`src/rtl/uart_frame_pkg.sv`:
```
// Shared constants and types for the UART frame deframer.
// Optional inter-byte timeout is enabled by defining UART_FRAME_TIMEOUT_EN.
package uart_frame_pkg;

  localparam logic [7:0] SOF = 8'hAA;

  typedef enum logic [2:0] {
    IDLE,
    LEN,
    PAYLOAD,
    CHK,
    DRAIN
  } state_t;

  typedef enum logic [1:0] {
    ERR_LEN     = 2'd0,
    ERR_CHK     = 2'd1,
    ERR_TIMEOUT = 2'd2
  } err_code_t;

  // Address width for a buffer of 'depth' entries (at least one bit).
  function automatic int addr_bits(input int depth);
    return (depth > 1) ? $clog2(depth) : 1;
  endfunction

endpackage

```
`src/rtl/uart_frame_buf.sv`:
```
// Payload register file: one synchronous write port, one combinational read port.
// Contents are deliberately not reset; the deframer only reads entries it has written.
module uart_frame_buf
  import uart_frame_pkg::*;
#(
  parameter int MAX_LEN = 16,
  parameter int AW      = addr_bits(MAX_LEN)
) (
  input  logic          clk,
  input  logic          we,
  input  logic [AW-1:0] waddr,
  input  logic [7:0]    wdata,
  input  logic [AW-1:0] raddr,
  output logic [7:0]    rdata
);

  logic [7:0] mem [MAX_LEN];

  always_ff @(posedge clk) begin
    if (we) begin
      mem[waddr] <= wdata;
    end
  end

  assign rdata = mem[raddr];

endmodule

```
`src/rtl/uart_frame_rx.sv`:
```
// Deframer for SOF/LEN/payload/XOR-checksum packets; releases payload only after CHK verifies.
// Define UART_FRAME_TIMEOUT_EN to build the inter-byte timeout (err_code 2).
module uart_frame_rx
  import uart_frame_pkg::*;
#(
  parameter int MAX_LEN     = 16,
  parameter int TIMEOUT_CYC = 1_000_000
) (
  input  logic       clk,
  input  logic       rst,
  input  logic [7:0] rx_data,
  input  logic       rx_done,
  output logic [7:0] out_data,
  output logic       out_valid,
  input  logic       out_ready,
  output logic       out_last,
  output logic       frame_ok,
  output logic       frame_err,
  output logic [1:0] err_code,
  output logic       rx_overrun
);

  localparam int IW = $clog2(MAX_LEN + 1);
  localparam int AW = addr_bits(MAX_LEN);

  state_t    state_reg;
  err_code_t err_code_reg;
  logic [IW-1:0] len_reg;
  logic [IW-1:0] wr_idx_reg;
  logic [IW-1:0] rd_idx_reg;
  logic [7:0]    chk_reg;
  logic          out_valid_reg;
  logic          out_last_reg;
  logic          frame_ok_reg;
  logic          frame_err_reg;
  logic          rx_overrun_reg;

  logic [7:0] rd_byte;
  logic       buf_we;
  logic       transfer;
  logic       in_frame;
  logic       tmo_hit;

  assign buf_we   = (state_reg == PAYLOAD) && rx_done;
  assign transfer = out_valid_reg && out_ready;
  assign in_frame = (state_reg == LEN) || (state_reg == PAYLOAD) || (state_reg == CHK);

  uart_frame_buf #(
    .MAX_LEN (MAX_LEN),
    .AW      (AW)
  ) u_buf (
    .clk   (clk),
    .we    (buf_we),
    .waddr (wr_idx_reg[AW-1:0]),
    .wdata (rx_data),
    .raddr (rd_idx_reg[AW-1:0]),
    .rdata (rd_byte)
  );

`ifdef UART_FRAME_TIMEOUT_EN
  localparam int TW = $clog2(TIMEOUT_CYC + 1);
  logic [TW-1:0] tmo_cnt_reg;

  // Any byte clears the count, so a byte arriving on the expiry cycle wins.
  always_ff @(posedge clk or negedge rst) begin
    if (!rst) begin
      tmo_cnt_reg <= '0;
    end else if (rx_done || !in_frame) begin
      tmo_cnt_reg <= '0;
    end else begin
      tmo_cnt_reg <= tmo_cnt_reg + TW'(1);
    end
  end

  assign tmo_hit = in_frame && !rx_done && (tmo_cnt_reg == TW'(TIMEOUT_CYC - 1));
`else
  assign tmo_hit = 1'b0;
`endif

  always_ff @(posedge clk or negedge rst) begin
    if (!rst) begin
      state_reg      <= IDLE;
      err_code_reg   <= ERR_LEN;
      len_reg        <= '0;
      wr_idx_reg     <= '0;
      rd_idx_reg     <= '0;
      chk_reg        <= '0;
      out_valid_reg  <= 1'b0;
      out_last_reg   <= 1'b0;
      frame_ok_reg   <= 1'b0;
      frame_err_reg  <= 1'b0;
      rx_overrun_reg <= 1'b0;
    end else begin
      frame_ok_reg   <= 1'b0;
      frame_err_reg  <= 1'b0;
      rx_overrun_reg <= 1'b0;

      case (state_reg)
        IDLE: begin
          if (rx_done && (rx_data == SOF)) begin
            state_reg <= LEN;
          end
        end

        LEN: begin
          if (rx_done) begin
            if ((rx_data == 8'd0) || (rx_data > 8'(MAX_LEN))) begin
              frame_err_reg <= 1'b1;
              err_code_reg  <= ERR_LEN;
              state_reg     <= IDLE;
            end else begin
              len_reg    <= rx_data[IW-1:0];
              chk_reg    <= rx_data;
              wr_idx_reg <= '0;
              state_reg  <= PAYLOAD;
            end
          end else if (tmo_hit) begin
            frame_err_reg <= 1'b1;
            err_code_reg  <= ERR_TIMEOUT;
            state_reg     <= IDLE;
          end
        end

        PAYLOAD: begin
          if (rx_done) begin
            chk_reg    <= chk_reg ^ rx_data;
            wr_idx_reg <= wr_idx_reg + IW'(1);
            if ((wr_idx_reg + IW'(1)) == len_reg) begin
              state_reg <= CHK;
            end
          end else if (tmo_hit) begin
            frame_err_reg <= 1'b1;
            err_code_reg  <= ERR_TIMEOUT;
            state_reg     <= IDLE;
          end
        end

        CHK: begin
          if (rx_done) begin
            if (rx_data == chk_reg) begin
              frame_ok_reg  <= 1'b1;
              out_valid_reg <= 1'b1;
              out_last_reg  <= (len_reg == IW'(1));
              rd_idx_reg    <= '0;
              state_reg     <= DRAIN;
            end else begin
              frame_err_reg <= 1'b1;
              err_code_reg  <= ERR_CHK;
              state_reg     <= IDLE;
            end
          end else if (tmo_hit) begin
            frame_err_reg <= 1'b1;
            err_code_reg  <= ERR_TIMEOUT;
            state_reg     <= IDLE;
          end
        end

        DRAIN: begin
          if (rx_done) begin
            rx_overrun_reg <= 1'b1;
          end
          if (transfer) begin
            if (out_last_reg) begin
              out_valid_reg <= 1'b0;
              out_last_reg  <= 1'b0;
              rd_idx_reg    <= '0;
              state_reg     <= IDLE;
            end else begin
              // Next index becomes the last one when rd_idx + 1 == len - 1.
              rd_idx_reg   <= rd_idx_reg + IW'(1);
              out_last_reg <= ((rd_idx_reg + IW'(2)) == len_reg);
            end
          end
        end

        default: begin
          state_reg <= IDLE;
        end
      endcase
    end
  end

  // Buffer contents are unreset, so gate the byte to keep out_data at 0 outside DRAIN.
  assign out_data   = out_valid_reg ? rd_byte : 8'h00;
  assign out_valid  = out_valid_reg;
  assign out_last   = out_last_reg;
  assign frame_ok   = frame_ok_reg;
  assign frame_err  = frame_err_reg;
  assign err_code   = err_code_reg;
  assign rx_overrun = rx_overrun_reg;

endmodule

```
`config.mk`:
```
export PLATFORM = sky130hd
export DESIGN_NAME = uart_frame_rx
export DESIGN_NICKNAME = d
export VERILOG_FILES = /design/src/rtl/uart_frame_pkg.sv /design/src/rtl/uart_frame_buf.sv /design/src/rtl/uart_frame_rx.sv
export SDC_FILE = /design/constraint.sdc
export NUM_CORES = 1
export LEC_CHECK = 0
export ABC_AREA = 1
export BUFFER_PORTS_ARGS = -buffer_cell sky130_fd_sc_hd__clkbuf_2
export CAP_MARGIN = 0
export CORE_ASPECT_RATIO = 1.75
export CORE_MARGIN = 2
export CORE_UTILIZATION = 55
export CTS_CLUSTER_SIZE = 40
export DETAILED_ROUTE_END_ITERATION = 10
export GPL_TIMING_DRIVEN = 0
export PLACE_DENSITY = 0.72
export SETUP_SLACK_MARGIN = 0.1
export SLEW_MARGIN = 20
export SYNTH_ARGS = -nofsm -noshare
export SYNTH_HDL_FRONTEND = slang
export SYNTH_SLANG_ARGS = --single-unit
```
`constraint.sdc`:
```
create_clock -name clk -period 5.4 [get_ports clk]
set_clock_uncertainty 0.15 [all_clocks]
set_input_delay 1.35 -clock clk [delete_from_list [all_inputs] [get_ports clk]]
set_output_delay 1.35 -clock clk [all_outputs]
set_load 0.02 [all_outputs]
```
==> flow_summary.json, run 1 <==
{
  "synth_seq_area_share": 0.651,
  "post_drt_via_cell_ratio": 5.83,
  "antenna_found_initial": 0,
  "critical_path.slowest_cell": "dfrtp_1",
  "hold_path.class": "flip-flop to flip-flop",
  "drc": 0,
  "via_count": 5137,
  "layout.nets": 715,
  "maxCapViolCount": 0,
  "hold_ws_ps": 360,
  "grt_max_degree": 33,
  "grtUsageTotal": 0.275,
  "start_util": 0.557,
  "slew_headroom": 0.444,
  "fillCellCount": 1036,
  "ant_nets": 0,
  "clkTransAtPathRegs_ps": 70,
  "clkLatencyLatePin_ps": 420,
  "hold_viol": 0,
  "core_um2": 12800,
  "setup_violations": 0,
  "crit_fanout": 10,
  "max_freq_mhz": 237,
  "yosys_warnings": 0,
  "routed_wl_um": 18100,
  "final_common_cell": "edfxtp_1",
  "postSynth.asyncResetShare": 0.200,
  "dpl.hpwl_um": 12600,
  "worstSetupPathType": "flip-flop to primary output",
  "portBuffers": 25,
  "cts.sink_count": 160,
  "required_ps": 3900,
  "cpPeakStageDelay_ps": 400,
  "fin_crit_sh": 0.781,
  "p_leak_nw": 3.06,
  "htree_levels": 4,
  "cts_root_buf": "clkbuf_16",
  "grt_pass1_wl_um": 28400,
  "largest_reg_flops": 128,
  "finalCriticalPeriod_ps": 4220,
  "postSynthCellCount": 653,
  "cts_tree": "yes",
  "numCtsBuffers": 17,
  "mostFrequentLayoutCells": "edfxtp_1 (128), nor2_1 (109), nand2_1 (89)",
  "power_density_nw_per_um2": 485,
  "dieArea_um2": 13900,
  "slew_violations": 0,
  "path_cells": "buf_2 > inv_2 > clkbuf_1 > o21ai_0 > o22ai_1 > nand2_1 > a31oi_1 > clkbuf_2",
  "worst_slew_pin_slew_ps": 830,
  "grt_remaining_overflow": 0,
  "rows": 55,
  "run_status": "complete, no violations",
  "syn_to_final_growth_pct": 14.4,
  "first_pass_iters": 6,
  "clock_path_buffers": 2,
  "grt_pass1_vias": 5331,
  "synth-edff-count": 128,
  "drive_gt1_frac": 0.162,
  "synth_top_cell_by_area": "edfxtp_1",
  "critPathBufInv": 4,
  "pin_count": 27,
  "place_congestion": 0.936,
  "cts_setup_buffers": 0,
  "power.total_w": 0.00396,
  "synth_top_cell_area_share": 0.539,
  "synthDistinctLibCells": 38,
  "cts_hold_buf": 0,
  "die_w_um": 90.1,
  "cp-start-kind": "flip-flop",
  "crit_arrival_ps": 2720,
  "fp.dieH_um": 155,
  "synth.net_count": 671,
  "drtIter0Drc": 391,
  "avgSynthCellArea_um2": 10.9,
  "rsz0062_at_grt": "false",
  "syn_area_um2": 7130,
  "setup_tns_ps": 0,
  "end_kind": "primary output",
  "ys_top_cells_by_area": "edfxtp_1 (54%), dfrtp_1 (11%), nor2_1 (5.7%)",
  "num_antenna_cells": 0,
  "ctsResizeCount": 0,
  "synth_ff_type": "edfxtp_1",
  "ys_ff_latch": 160,
  "wl_per_cell_um": 20.5,
  "critPathTopFamily": "buffers and inverters",
  "ir_worst_vdd_mv": 0.287,
  "fin_util": 0.637
}
-- stage by stage --
step | setup slack, ps | area (µm²) | cells
after floorplan | 2370 | 7130 | 653
after global placement | 1790 | 7470 | 849
after detailed placement | 1730 | 7480 | 849
after CTS | 1260 | 8150 | 881
after global routing | 1120 | 8160 | 881
final | 1180 | 8160 | 881
-- worst min-delay path: stages, from the launching register on --
cell	delay, ps
dfrtp_1	360
nand2_1	70
o21ai_2	50
-- kinds of logic (layout without fill, tap and decap cells) --
| kind of cell | after synthesis | in the layout | synth area share |
|---|---|---|---|
| AND/OR/NAND/NOR | 255 | 255 | 0.156 |
| flip-flops | 160 | 160 | 0.651 |
| AO/OA/AOI/OAI | 145 | 145 | 0.118 |
| buffers and inverters | 68 | 125 | 0.0407 |
| XOR/XNOR | 16 | 16 | 0.0196 |
| adder cells (fa/ha/maj) | 6 | 6 | 0.0105 |
| multiplexers | 2 | 2 | 0.00281 |
| other | 1 | 1 | 0.000526 |
-- synth_stat cells, types with 4 or more instances --
cell type	instances
buf_2	15
nor3_1	5
nand3_1	21
dfrtp_1	32
xor2_1	7
o21ai_2	9
nand4_1	9
edfxtp_1	128
inv_1	31
nor2_1	109
o22ai_1	22
xnor2_1	9
o211ai_1	16
o21ai_1	5
ha_1	6
inv_2	6
clkbuf_1	11
a31oi_1	5
a21oi_1	7
o21ai_0	80
nand2_1	89
nand2_2	8
nor2_2	4
-- power breakdown --
group | switching (W) | total, W | internal (W) | leakage, nW
clock network | 0.000511 | 0.00135 | 0.000839 | 0.329
registers | 0.0000378 | 0.00140 | 0.00136 | 1.53
logic | 0.000849 | 0.00120 | 0.000354 | 1.19
-- layout make-up --
type	instances	area, µm²	area share
clock buffer	17	425	0.0521
multi-input combinational	425	2210	0.271
timing repair buffer	25	125	0.0153
buffer	28	135	0.0166
sequential	160	4640	0.569
clock inverter	15	245	0.0301
tap	171	214	0.0262
inverter	40	155	0.0190
-- layer usage --
metal / GRT usage / wire length, µm
met1: 0.292 / 6370
met3: 0.0390 / 739
met5: 0 / 0
met2: 0.510 / 9960
met4: 0.167 / 983
-- path summary, 6_finish.rpt --
kind,slack [ps],cells after the start,to,start
worst min-delay path,360,2,chk_reg[7],chk_reg[7]
worst max register to register,3050,5,u_buf.mem[4][4],state_reg[2]
max in group asynchronous,3700,1,wr_idx_reg[1],rst
min in group asynchronous,870,1,frame_ok,rst
worst min register to register,360,2,chk_reg[7],chk_reg[7]
worst max-delay path,1180,8,out_data[2],rd_idx_reg[0]
Note: power is estimated with default switching activity, not from simulation.
==> inputs of run 2 (changes only) <==
- ABC_AREA: 1 -> 0
- clock period: 5.4 -> 4.2 ns (I/O delays scaled with it)
==> run 2 against run 1 <==
Register-to-register slack worse by 1700 ps. Wire length fell by 23%. Sequential cell count unchanged. Critical path type unchanged.
==> flow_summary.json, run 2 <==
{
  "run_status": "complete, no violations",
  "final_common_cell": "edfxtp_1",
  "rows": 54,
  "grt_remaining_overflow": 0,
  "core_um2": 12400,
  "clkTransAtPathRegs_ps": 60,
  "first_pass_iters": 5,
  "synth_seq_area_share": 0.666,
  "cp-start-kind": "flip-flop",
  "synth.most_common_cell": "edfxtp_1",
  "slew_headroom": 0.442,
  "slew_violations": 0,
  "dieArea_um2": 13600,
  "yosys_warnings": 0,
  "worstSetupPathType": "flip-flop to primary output",
  "via_count": 3763,
  "grtUsageTotal": 0.223,
  "grt_pass1_wl_um": 21900,
  "drtIter0Drc": 270,
  "cts_root_buf": "clkbuf_16",
  "routed_wl_um": 14000,
  "power.internal_w": 0.00302,
  "cts_setup_buffers": 0,
  "layout.nets": 487,
  "cts_hold_buf": 0,
  "num_antenna_cells": 0,
  "htree_levels": 4,
  "p_seq_frac": 0.438,
  "post_drt_via_cell_ratio": 5.80,
  "die_w_um": 89.1,
  "finalCriticalPeriod_ps": 3820,
  "syn_area_um2": 6970,
  "max_freq_mhz": 262,
  "ant_nets": 0,
  "setup_violations": 0,
  "p_comb_frac": 0.177,
  "switching_share": 0.245,
  "avgSynthCellArea_um2": 16.4,
  "hold_path.class": "flip-flop to flip-flop",
  "ctsResizeCount": 0,
  "antenna_found_initial": 0,
  "mostFrequentLayoutCells": "edfxtp_1 (128), mux4_2 (32), dfrtp_1 (32)",
  "postSynth.asyncResetShare": 0.200,
  "p_leak_nw": 2.92,
  "clockPowerShare": 0.384,
  "required_ps": 3000,
  "switchingPower_w": 0.000981,
  "largest_reg_flops": 128,
  "syn_to_final_growth_pct": 13.3,
  "fin_crit_sh": 0.909,
  "numCtsBuffers": 17,
  "dpl.hpwl_um": 9470,
  "synth.net_count": 443,
  "crit_arrival_ps": 2620,
  "cts_tree": "yes",
  "ys_ff_latch": 160,
  "hold_ws_ps": 352,
  "rrSetupSlack_ps": 1360,
  "drive_gt1_frac": 0.247,
  "synth_top_cell_area_share": 0.551,
  "ys_top_cells_by_area": "edfxtp_1 (55%), dfrtp_1 (11%), mux4_2 (10%)",
  "synth_ff_type": "edfxtp_1",
  "drc": 0,
  "postSynthCellCount": 425,
  "portBuffers": 25,
  "wl_per_cell_um": 21.5,
  "end_kind": "primary output",
  "worst_slew_pin_slew_ps": 837,
  "crit_fanout": 10,
  "clkLatencyLatePin_ps": 410,
  "ir_worst_vdd_mv": 0.350,
  "hold_viol": 0,
  "setup_tns_ps": 0,
  "clock_path_buffers": 2,
  "fp.dieH_um": 153,
  "synthDistinctLibCells": 54,
  "synth_top_cell_by_area": "edfxtp_1",
  "pin_count": 27,
  "ff2ff_path_depth": 6,
  "synth-edff-count": 128,
  "worstHoldPathCells": 1,
  "grt_pass1_vias": 4002,
  "grt_max_degree": 33,
  "maxCapViolCount": 0,
  "place_congestion": 0.826,
  "cts.sink_count": 160,
  "ys_top_cells_by_count": "edfxtp_1 (128), dfrtp_1 (32), mux4_2 (32), nand2_1 (18), xor2_1 (16)",
  "power_density_nw_per_um2": 507,
  "start_util": 0.561,
  "rsz0062_at_grt": "false"
}
## run 2: area by class of cell
class,count,area [µm²]
sequential,160,4640
fill,923,4530
multi-input combinational,229,2150
timing repair buffer,25,125
buffer,26,138
inverter,10,37.5
clock buffer,19,433
clock inverter,12,159
tap,168,210
## run 2: path summary, 6_finish.rpt
check                                  end          start
max in group asynchronous    wr_idx_reg[3]            rst
setup / recovery               out_data[0]  rd_idx_reg[1]
setup reg to reg           u_buf.mem[6][7]   state_reg[0]
hold reg to reg                err_code[0]    err_code[0]
hold / removal                 err_code[0]    err_code[0]
min in group asynchronous      err_code[0]            rst
## run 2: logic make-up after synthesis
group / count (synthesis) / synth area share
AO/OA/AOI/OAI: 58 / 0.0574
XOR/XNOR: 20 / 0.0251
adder cells (fa/ha/maj): 6 / 0.0108
buffers and inverters: 36 / 0.0251
flip-flops: 160 / 0.666
multiplexers: 60 / 0.146
other: 1 / 0.000538
AND/OR/NAND/NOR: 84 / 0.0686
## run 2: power by group through the flow
stage	clock network (W)	logic, W	registers, W
floorplan	0	0.000538	0.00179
global placement	0	0.000716	0.00178
detailed placement	0	0.000726	0.00179
CTS	0.00156	0.000728	0.00175
global route	0.00163	0.000777	0.00176
finish	0.00154	0.000710	0.00175
## run 2: routing by layer
| metal | up-vias | routed length, µm | global-route usage |
|---|---|---|---|
| met4 | 0 | 122 | 0.0704 |
| met2 | 83 | 7980 | 0.398 |
| met1 | 1926 | 5340 | 0.265 |
| li1 | 1743 | - | - |
| met3 | 11 | 509 | 0.0410 |
| met5 | - | 0 | 0 |
## run 2: critical path, stage by stage (launching register included)
cell and delay (ps):
dfrtp_1 400, buf_2 260, clkbuf_1 560, mux4_2 420, mux2i_1 170, nand2_1 100, o211a_1 150, clkbuf_2 150
## run 2: stage by stage
step                cell area, µm²  instances  total power [W]  worst slack (ps)  utilization
finish                        7900        649          0.00400               382        0.635
global route                  7900        649          0.00416               248        0.635
CTS                           7900        649          0.00404               356        0.635
detailed placement            7310        618          0.00251               820        0.588
global placement              7310        618          0.00250               835        0.588
floorplan                     6970        425          0.00232              1230            -
==> inputs of run 3 (changes only) <==
- CORE_ASPECT_RATIO: 1.75 -> unset
==> run 3 against run 2 <==
Maximum frequency fell by 2.0%. Utilization barely moved. Worst hold slack got worse by 10 ps. Largest power group unchanged. Sequential cell count did not move. Combinational power rose by 3%. Sequential share of layout area fell by 0.42 points. Clock power rose by 8%.
==> flow_summary.json, run 3 (synthesis gave the netlist of run 2 again) <==
{
  "run_status": "complete, no violations",
  "clkTransAtPathRegs_ps": 60,
  "required_ps": 3000,
  "ff2ff_path_depth": 5,
  "crit_fanout": 10,
  "cts_setup_buffers": 0,
  "grt_pass1_vias": 4045,
  "end_kind": "primary output",
  "setup_slack_ps": 302,
  "rows": 41,
  "grt_max_degree": 33,
  "grt_pass1_wl_um": 22500,
  "dieArea_um2": 13600,
  "slew_violations": 0,
  "finalCriticalPeriod_ps": 3900,
  "drc": 0,
  "reg2reg_from": "state_reg[0]",
  "rsz0062_at_grt": "false",
  "cts.sink_count": 160,
  "worstSetupPathType": "flip-flop to primary output",
  "cp-start-kind": "flip-flop",
  "layout.nets": 487,
  "dp_slack_ps": 751,
  "core_um2": 12500,
  "power.internal_w": 0.00314,
  "post_drt_via_cell_ratio": 6.07,
  "wl_per_cell_um": 22.6,
  "clock_path_buffers": 2,
  "die_w_um": 117,
  "grt_remaining_overflow": 0,
  "cts_hold_buf": 0,
  "setup_tns_ps": 0,
  "worstHoldPathCells": 1,
  "ant_nets": 0,
  "final_common_cell": "edfxtp_1",
  "reg2reg_to": "u_buf.mem[15][1]",
  "clockPowerShare": 0.403,
  "setup_violations": 0,
  "min_from": "err_code[0]",
  "numCtsBuffers": 17,
  "fin_util": 0.636,
  "routed_wl_um": 14800,
  "clkLatencyLatePin_ps": 430,
  "htree_levels": 4,
  "rrSetupSlack_ps": 1300,
  "p_leak_nw": 2.95,
  "portBuffers": 25,
  "dpl.hpwl_um": 9240,
  "p_seq_frac": 0.422,
  "grtUsageTotal": 0.236,
  "antenna_found_initial": 0,
  "worst_slew_pin_slew_ps": 888,
  "syn_to_final_growth_pct": 14.1,
  "power_density_nw_per_um2": 522,
  "p_comb_frac": 0.176,
  "via_count": 3967,
  "drtIter0Drc": 283,
  "hold_path.class": "flip-flop to flip-flop",
  "hold_end": "err_code[0]",
  "first_pass_iters": 7,
  "fp.dieH_um": 117,
  "hold_viol": 0,
  "maxCapViolCount": 0,
  "ir_worst_vdd_mv": 0.236,
  "ctsResizeCount": 0,
  "pin_count": 27,
  "drive_gt1_frac": 0.251,
  "place_congestion": 0.838,
  "start_util": 0.557,
  "fillCellCount": 936,
  "num_antenna_cells": 0,
  "slew_headroom": 0.406,
  "cts_root_buf": "clkbuf_16",
  "max_freq_mhz": 257,
  "switching_share": 0.245,
  "cts_tree": "yes",
  "fin_crit_sh": 0.928,
  "switchingPower_w": 0.00102,
  "largest_reg_flops": 128,
  "crit_arrival_ps": 2700,
  "mostFrequentLayoutCells": "edfxtp_1 (128), mux4_2 (32), dfrtp_1 (32)"
}
==> run 3: changes by cell type in the layout (fill, tap and decap cells not counted) <==
cell,before,now
clkinvlp_4,5,3
clkbuf_1,12,10
inv_6,3,0
clkinv_1,0,1
clkinv_4,0,3
clkinv_2,1,3
bufinv_16,3,5
==> run 3: worst max path at each step <==
stage,startpoint,to,slack [ps],cells after the start
after global placement,rd_idx_reg[1],out_data[6],760,7
after floorplan,rd_idx_reg[0],out_data[0],1230,5
after CTS,rd_idx_reg[1],out_data[6],270,7
final,rd_idx_reg[1],out_data[2],300,7
after global routing,rd_idx_reg[1],out_data[6],190,7
after detailed placement,rd_idx_reg[1],out_data[6],750,7
==> run 3: final cells by class <==
class / instances / area [µm²] / area share
buffer: 26 / 138 / 0.0173
clock buffer: 17 / 425 / 0.0535
clock inverter: 15 / 218 / 0.0274
inverter: 10 / 37.5 / 0.00472
multi-input combinational: 229 / 2150 / 0.271
sequential: 160 / 4640 / 0.584
tap: 172 / 215 / 0.0271
timing repair buffer: 25 / 125 / 0.0157
==> run 3: per-stage QoR <==
stage / total power, W / instances / hold WS, ps / area [µm²]
detailed placement: 0.00252 / 622 / 334 / 7310
floorplan: 0.00232 / 425 / 319 / 6970
CTS: 0.00418 / 654 / 348 / 7960
finish: 0.00416 / 654 / 342 / 7960
global route: 0.00428 / 654 / 360 / 7960
global placement: 0.00251 / 622 / 322 / 7310
==> run 3: worst max-delay path: stages (launching register included) <==
cell,delay [ps]
dfrtp_1,370
buf_2,270
clkbuf_1,580
mux4_2,420
mux2i_1,180
nand2_1,110
o211a_1,180
clkbuf_2,150
==> run 3: metal layers <==
layer	track usage	vias to the layer above	share of wire
li1	-	1745	-
met1	0.303	2045	0.41
met2	0.383	154	0.51
met3	0.0571	23	0.063
met4	0.115	0	0.018
met5	0	-	0
==> run 3: power by group through the flow <==
stage / Clock, W / Combinational [W] / Sequential [W]
after floorplan: 0 / 0.000538 / 0.00179
after global placement: 0 / 0.000724 / 0.00178
after detailed placement: 0 / 0.000733 / 0.00179
after CTS: 0.00169 / 0.000741 / 0.00175
after global routing: 0.00174 / 0.000783 / 0.00176
final: 0.00167 / 0.000730 / 0.00175
